`src/rtl/retire_unit.sv`:
```
// -----------------------------------------------------------------------------
// retire_unit
//
// Consumes the reorder buffer's commit slots, maintains the committed
// (architectural) register alias table and returns superseded physical tags to
// the free list. The first retired exception raises a one-cycle flush request.
// Retirement is then held off until recovery reports completion.
//
// Parameters:
//   ARCH_REGS  number of architectural registers (32, LEGv8)
//   PREG_W     physical tag width (7 -> 128 physical registers)
//   ZERO_REG   XZR index, never remapped
//   SLOTS      commit slots per cycle (slot 0 is the oldest)
//
// Ports:
//   clk, reset        clock, asynchronous active-high reset
//   commit_valid      per-slot commit strobe
//   commit_arch_rd    per-slot architectural destination
//   commit_phys_rd    per-slot physical destination
//   commit_exception  per-slot exception flag
//   flush_done        recovery complete, leaves EXC_WAIT
//   free_valid        per-slot free-list return strobe (registered)
//   free_preg         per-slot tag returned to the free list (registered)
//   rat_snapshot      flat committed RAT, entry i at [i*PREG_W +: PREG_W]
//   exc_flush         one-cycle pulse on the first retired exception
//   exc_slot          slot that raised the last exception (held)
//   retire_busy       high while waiting for recovery
//
// Optional feature (macro RETIRE_PERF_CNT_EN):
//   perf_retired      saturating count of slots retired without exception
//   perf_exc          saturating count of exc_flush pulses
// -----------------------------------------------------------------------------
module retire_unit #(
  parameter int unsigned ARCH_REGS = 32,
  parameter int unsigned PREG_W    = 7,
  parameter int unsigned ZERO_REG  = 31,
  parameter int unsigned SLOTS     = 2,
  localparam int unsigned SLOT_W   = (SLOTS > 1) ? $clog2(SLOTS) : 1
) (
  input  logic                          clk,
  input  logic                          reset,
  input  logic [SLOTS-1:0]              commit_valid,
  input  logic [SLOTS-1:0][4:0]         commit_arch_rd,
  input  logic [SLOTS-1:0][PREG_W-1:0]  commit_phys_rd,
  input  logic [SLOTS-1:0]              commit_exception,
  input  logic                          flush_done,
  output logic [SLOTS-1:0]              free_valid,
  output logic [SLOTS-1:0][PREG_W-1:0]  free_preg,
  output logic [ARCH_REGS*PREG_W-1:0]   rat_snapshot,
  output logic                          exc_flush,
  output logic [SLOT_W-1:0]             exc_slot,
  output logic                          retire_busy
`ifdef RETIRE_PERF_CNT_EN
  ,
  output logic [31:0]                   perf_retired,
  output logic [15:0]                   perf_exc
`endif
);

  typedef enum logic {
    RUN,
    EXC_WAIT
  } state_t;

  state_t                               state_q;
  logic [ARCH_REGS-1:0][PREG_W-1:0]     rat_q;
  logic [ARCH_REGS-1:0][PREG_W-1:0]     rat_d;
  logic [SLOTS-1:0]                     free_valid_d;
  logic [SLOTS-1:0][PREG_W-1:0]         free_preg_d;
  logic                                 exc_hit;
  logic [SLOT_W-1:0]                    exc_idx;
  logic                                 squash;

`ifdef RETIRE_PERF_CNT_EN
  localparam int unsigned CNT_W = $clog2(SLOTS + 1);
  logic [CNT_W-1:0]                     ret_cnt;
  logic [32:0]                          retired_sum;
`endif

  // Slots are walked oldest first against a working copy of the RAT, so a
  // younger slot sees the mapping an older slot wrote in the same cycle and
  // frees that tag instead of the stale registered one. Once an exception is
  // seen (or while waiting for recovery) every remaining slot is squashed:
  // its tag goes straight back to the free list and the RAT is left alone.
  always_comb begin
    rat_d        = rat_q;
    free_valid_d = '0;
    free_preg_d  = '0;
    exc_hit      = 1'b0;
    exc_idx      = '0;
    squash       = (state_q == EXC_WAIT);
`ifdef RETIRE_PERF_CNT_EN
    ret_cnt      = '0;
`endif
    for (int unsigned j = 0; j < SLOTS; j++) begin
      if (commit_valid[j]) begin
        free_valid_d[j] = 1'b1;
        if (squash) begin
          free_preg_d[j] = commit_phys_rd[j];
        end else if (commit_exception[j]) begin
          free_preg_d[j] = commit_phys_rd[j];
          squash         = 1'b1;
          exc_hit        = 1'b1;
          exc_idx        = SLOT_W'(j);
        end else if (commit_arch_rd[j] == 5'(ZERO_REG)) begin
          // XZR keeps its identity mapping; the allocated tag is simply unused.
          free_preg_d[j] = commit_phys_rd[j];
`ifdef RETIRE_PERF_CNT_EN
          ret_cnt        = ret_cnt + CNT_W'(1);
`endif
        end else begin
          free_preg_d[j]             = rat_d[commit_arch_rd[j]];
          rat_d[commit_arch_rd[j]]   = commit_phys_rd[j];
`ifdef RETIRE_PERF_CNT_EN
          ret_cnt                    = ret_cnt + CNT_W'(1);
`endif
        end
      end
    end
`ifdef RETIRE_PERF_CNT_EN
    retired_sum = {1'b0, perf_retired} + 33'(ret_cnt);
`endif
  end

  always_ff @(posedge clk or posedge reset) begin
    if (reset) begin
      for (int unsigned i = 0; i < ARCH_REGS; i++) begin
        rat_q[i] <= PREG_W'(i);
      end
      state_q    <= RUN;
      free_valid <= '0;
      free_preg  <= '0;
      exc_flush  <= 1'b0;
      exc_slot   <= '0;
    end else begin
      rat_q      <= rat_d;
      free_valid <= free_valid_d;
      free_preg  <= free_preg_d;
      exc_flush  <= exc_hit;
      if (exc_hit) begin
        exc_slot <= exc_idx;
      end
      // A commit in the same cycle as flush_done was already squashed above,
      // since squash is derived from the current state only.
      case (state_q)
        RUN:      if (exc_hit)    state_q <= EXC_WAIT;
        EXC_WAIT: if (flush_done) state_q <= RUN;
        default:                  state_q <= RUN;
      endcase
    end
  end

`ifdef RETIRE_PERF_CNT_EN
  always_ff @(posedge clk or posedge reset) begin
    if (reset) begin
      perf_retired <= '0;
      perf_exc     <= '0;
    end else begin
      perf_retired <= retired_sum[32] ? '1 : retired_sum[31:0];
      if (exc_hit && (perf_exc != '1)) begin
        perf_exc <= perf_exc + 16'd1;
      end
    end
  end
`endif

  assign rat_snapshot = rat_q;
  assign retire_busy  = (state_q == EXC_WAIT);

endmodule

```
`config.mk`:
```
export PLATFORM = sky130hd
export DESIGN_NAME = retire_unit
export DESIGN_NICKNAME = d
export VERILOG_FILES = /design/src/rtl/retire_unit.sv
export SDC_FILE = /design/constraint.sdc
export NUM_CORES = 1
export LEC_CHECK = 0
export BUFFER_PORTS_ARGS = -buffer_cell sky130_fd_sc_hd__buf_2
export CAP_MARGIN = 20
export CORE_MARGIN = 4
export CORE_UTILIZATION = 44
export DETAILED_ROUTE_END_ITERATION = 12
export GPL_ROUTABILITY_DRIVEN = 1
export PLACE_DENSITY_LB_ADDON = 0.2
export SYNTH_ARGS = -nofsm -noshare
export SYNTH_HDL_FRONTEND = slang
export SYNTH_SLANG_ARGS = --single-unit
```
`constraint.sdc`:
```
create_clock -name clk -period 7.85 [get_ports clk]
set_input_delay 1.57 -clock clk [delete_from_list [all_inputs] [get_ports clk]]
set_output_delay 1.57 -clock clk [all_outputs]
set_load 0.005 [all_outputs]
```
* Word-level counts from Yosys, hierarchy flattened
Cells that the tools add are included.
** Word-level totals
- Register bits after elaboration :: 243
- Output and inout port bits :: 243
- Word-level logic and storage cells :: 89
- Input port bits :: 31
** Operators by class
- Reduce and logical (&&, ||, !) cells :: 2
- $lt $le $gt $ge :: 4
- Eq/ne operators :: 2
- Muxes and demuxes :: 42
- Bitwise logic cells :: 1
** Operator list (count)
- $mux 224 :: 8
- $bwmux 224 :: 2
- $mux 7 :: 12
- $bmux 7 s5 :: 2
- $demux 7 s5 :: 2
- $mux 1 :: 15
- $lt 5x6->1 const B :: 2
- $eq 5x5->1 const B :: 2
- $ge 5x1->1 const B :: 2
- $logic_and 1x1->1 :: 2
- $pmux 1 s2 :: 1
- $not 1->1 :: 1

* Longest topological paths before layout
- Depth after elaboration :: 15
- Mapped depth :: 10
- Depth with buffers taken out :: 6

* Least setup slack after synthesis
No wires, ideal clock.
- Kind :: input-to-reg
- Start :: input commit_arch_rd[0] (netlist name)
- End :: register free_preg[6] (netlist name)
- Arrival time :: 3.365 ns
- Path buffers :: 3
- Required time :: 7.715 ns
- Slack :: 4.350 ns
- Stages on the path :: 8
- Setup time :: 0.135 ns
- Cell sequence :: buf_2 -> buf_4 -> buf_2 -> mux4_2 -> a221oi_1 -> a21oi_1 -> nor3_1 -> a21oi_1
** RTL lines
- start, declared :: RTL line 43 : input logic [SLOTS-1:0][4:0] commit_arch_rd,
- end signal, assigned :: RTL line 138 : free_preg <= free_preg_d;
- end, declared :: RTL line 48 : output logic [SLOTS-1:0][PREG_W-1:0] free_preg,

==> impl_metrics.env <==
export IMPL_syn_avg_cell_area_sq_um=9.342
export IMPL_die_h_um=196.6
export IMPL_finalClockSkew_ns=0.01825
export IMPL_yosysTopAreaCellShare_pct=26.07
export IMPL_min_period_over_period_pct=62.68
export IMPL_tns_ns=0
export IMPL_p_seq_share_pct=41.3
export IMPL_p_int_mw=2.919
export IMPL_async_flop_share_pct=100.0
export IMPL_synth_edf_count=0
export IMPL_powerDensity_mw_per_mm2=255.9
export IMPL_grt_max_degree=72
export IMPL_dp_hpwl_um=61150
export IMPL_synth_top_family_by_area="compound AO/OA/AOI/OAI gates"
export IMPL_final_cells=2324
export IMPL_synth_seq_area_share_pct=39.50
export IMPL_p_comb_share_pct=28.3
export IMPL_setup_viol=0
export IMPL_syn_to_final_growth_pct=15.13
export IMPL_place_inst=2267
export IMPL_wire_per_inst_um=35.63
export IMPL_antenna_found_initial=7
export IMPL_p_clk_share_pct=30.5
export IMPL_worstPathArrival_ns=5.38
export IMPL_muxShareOfSynthArea_pct=17.43
export IMPL_synth_most_common_cell="a21oi_1"
export IMPL_clock_sinks=243
export IMPL_cts_buffers=28
export IMPL_rr_worst_depth=6
export IMPL_first_pass_iters=8
export IMPL_cts_max_path_buffers=3
export IMPL_groute_usage_overall_pct=41.07
export IMPL_tightest_slew_ns=1.239
export IMPL_grt_pass1_wl_um=115700
export IMPL_synthSimpleGateAreaFrac_pct=16.92
export IMPL_syn_inst=1675
export IMPL_clk_latency_ns=0.57
export IMPL_synth_xor_area_share_pct=0
export IMPL_drt_initial_drc_count=2995
export IMPL_cts_htree_levels=1
export IMPL_final_nets=1874
export IMPL_ir_drop_mv=0.1795
export IMPL_ioPinCount=274
export IMPL_post_cts_buffers=0
export IMPL_power_switching_share_pct=36.68
export IMPL_cp_max_fo=30
export IMPL_whs_path_depth=0
export IMPL_critPathRequiredTime_ns=8.31
export IMPL_synth_adder_area_share_pct=0
export IMPL_rsz0062_at_grt="no"
export IMPL_hold_buffers=0
export IMPL_via_per_inst=7.117
export IMPL_clkTransAtPathRegs_ns=0.06
export IMPL_end_kind="flip-flop"
export IMPL_synthTopCellsByArea="dfrtp_1, dfstp_2, a21oi_1"
export IMPL_first_global_vias=15180
export IMPL_fin_crit_ns=4.921
export IMPL_min_path_type="flip-flop to flip-flop"
export IMPL_die_area_sq_mm=0.03864
export IMPL_netSwitchingPower_mw=1.691
export IMPL_ys_warn_count=0
export IMPL_place_congestion=1.092
export IMPL_coreArea_sq_mm=0.03480
export IMPL_ant_nets=0
export IMPL_drcViolationCount=0
export IMPL_synthFlopType="dfrtp_1"
export IMPL_max_freq_mhz=203.2
export IMPL_initial_core_util_pct=44.97
export IMPL_cts_resized=0
export IMPL_slew_headroom_pct=15.27
export IMPL_cts_root_buf="clkbuf_16"
export IMPL_routed_wl_um=82810
export IMPL_outcome="complete, no violations"
export IMPL_leakage_nw=8.955
export IMPL_cts_tree="yes"
export IMPL_crit_type="primary input to flip-flop"
export IMPL_port_buffers=273
export IMPL_synth_compound_area_share_pct=21.07
export IMPL_ys_top_cells_by_count="a21oi_1, nor2_1, dfrtp_1, mux2i_1, and3_1"
export IMPL_maxCapViolations=0
export IMPL_rows=68
export IMPL_slew_viol_final=0
export IMPL_drive_above_1_share_pct=28.58
export IMPL_ys_types=58
export IMPL_syn_nets=1706
export IMPL_cp_start_kind="primary input"
export IMPL_synth_area_sq_mm=0.01565
export IMPL_synth_ff_latch_count=243
export IMPL_die_w_um=196.6
export IMPL_finalHoldViolCount=0
export IMPL_synth_top_area_cell="dfrtp_1"
export IMPL_vias=16540
export IMPL_grt_remaining_overflow=0
[critical path, stage by stage]
cell and delay [ns]:
buf_2 0.65, and4b_1 1.03, nand2_2 0.34, mux2i_1 0.22
a2111oi_0 1.05, nand4_1 0.18, o31ai_1 0.32
[state kept, by name, summed over array words and instances, names as in the netlist]
name          count
retire_busy       1
free_preg        14
exc_slot          1
rat_snapshot    224
exc_flush         1
free_valid        2
[stage by stage]
stage / power (mW) / area (sq um) / hold WS, ns / setup slack (ns) / utilization [%]
2_1_floorplan: 2.385 / 15650 / 0.4431 / 3.156 / -
3_3_place_gp: 3.149 / 17020 / 0.3655 / 2.810 / 48.91
3_5_place_dp: 3.157 / 17020 / 0.3703 / 2.633 / 48.91
4_1_cts: 4.550 / 18000 / 0.3792 / 3.226 / 51.73
5_1_grt: 4.723 / 18000 / 0.3820 / 2.989 / 51.74
6_report: 4.610 / 18010 / 0.3757 / 2.929 / 51.77
[final timing paths]
path | end | from | slack (ns)
max in group asynchronous | rat_snapshot[204] | reset | 5.55
min in group asynchronous | rat_snapshot[139] | reset | 0.95
hold / removal | rat_snapshot[217] | rat_snapshot[217] | 0.38
setup / recovery | free_preg[12] | commit_arch_rd[1] | 2.93
setup reg to reg | free_preg[12] | retire_busy | 3.96
hold reg to reg | rat_snapshot[217] | rat_snapshot[217] | 0.38
[power by group through the flow]
stage / Sequential, mW / Combinational [mW] / Clock [mW]
CTS: 1.88 / 1.26 / 1.41
floorplan: 1.79 / 0.594 / 0
detailed placement: 1.90 / 1.25 / 0
finish: 1.90 / 1.30 / 1.40
global route: 1.92 / 1.35 / 1.46
global placement: 1.90 / 1.25 / 0
[area by class of cell]
type                    count  area [sq um]
inverters                   5         22.52
clock buffers              44         882.1
diodes                      4         10.01
well taps                 455         569.3
fillers                  3267         16780
multi-input cells        1264          8676
flip-flops and latches    243          6181
clock inverters             8         97.59
repair buffers            301          1577
[per-layer routing]
layer  wire length (um)  up-vias  track usage, %  share of wire (%)
li1                   -     6653               -                  -
met3              11300      291           11.85                 14
met5                 48        -               0              0.058
met4               5117        8           18.90                6.2
met2              35470     1458           61.10                 43
met1              30880     8131           55.85                 37
[cells in the final DEF, fill, tap and decap left out, types with 5 or more instances in the layout]
master     netlist  layout
a211oi_1        90      90
a22oi_1         31      31
dfstp_2         80      80
a21oi_1        327     327
mux2i_1        133     133
clkbuf_8         0      10
nand2_2         11      11
buf_2           50     273
clkbuf_1        88       5
and3b_1          5       5
nand4_1         19      19
mux4_2          58      58
nand2_1         71      71
nand3_1         21      21
nor3_1          11      11
mux2_2           8       8
nand3b_1         5       5
a2111oi_1        5       6
a2111oi_0       32      31
buf_4            9      28
nor2_1         248     247
and3_1          99      99
clkbuf_16        0      29
a221oi_1         5       5
o31ai_2          6       6
dfrtp_1        163     163
a32oi_1          8       8
and2_1           6       6
o21ai_0         11      11
[kinds of logic after synthesis]
logic type / after synthesis
simple gates: 530
compound gates: 535
mux: 199
buf+inv: 168
flops: 243
(Power assumes the default switching activity.)
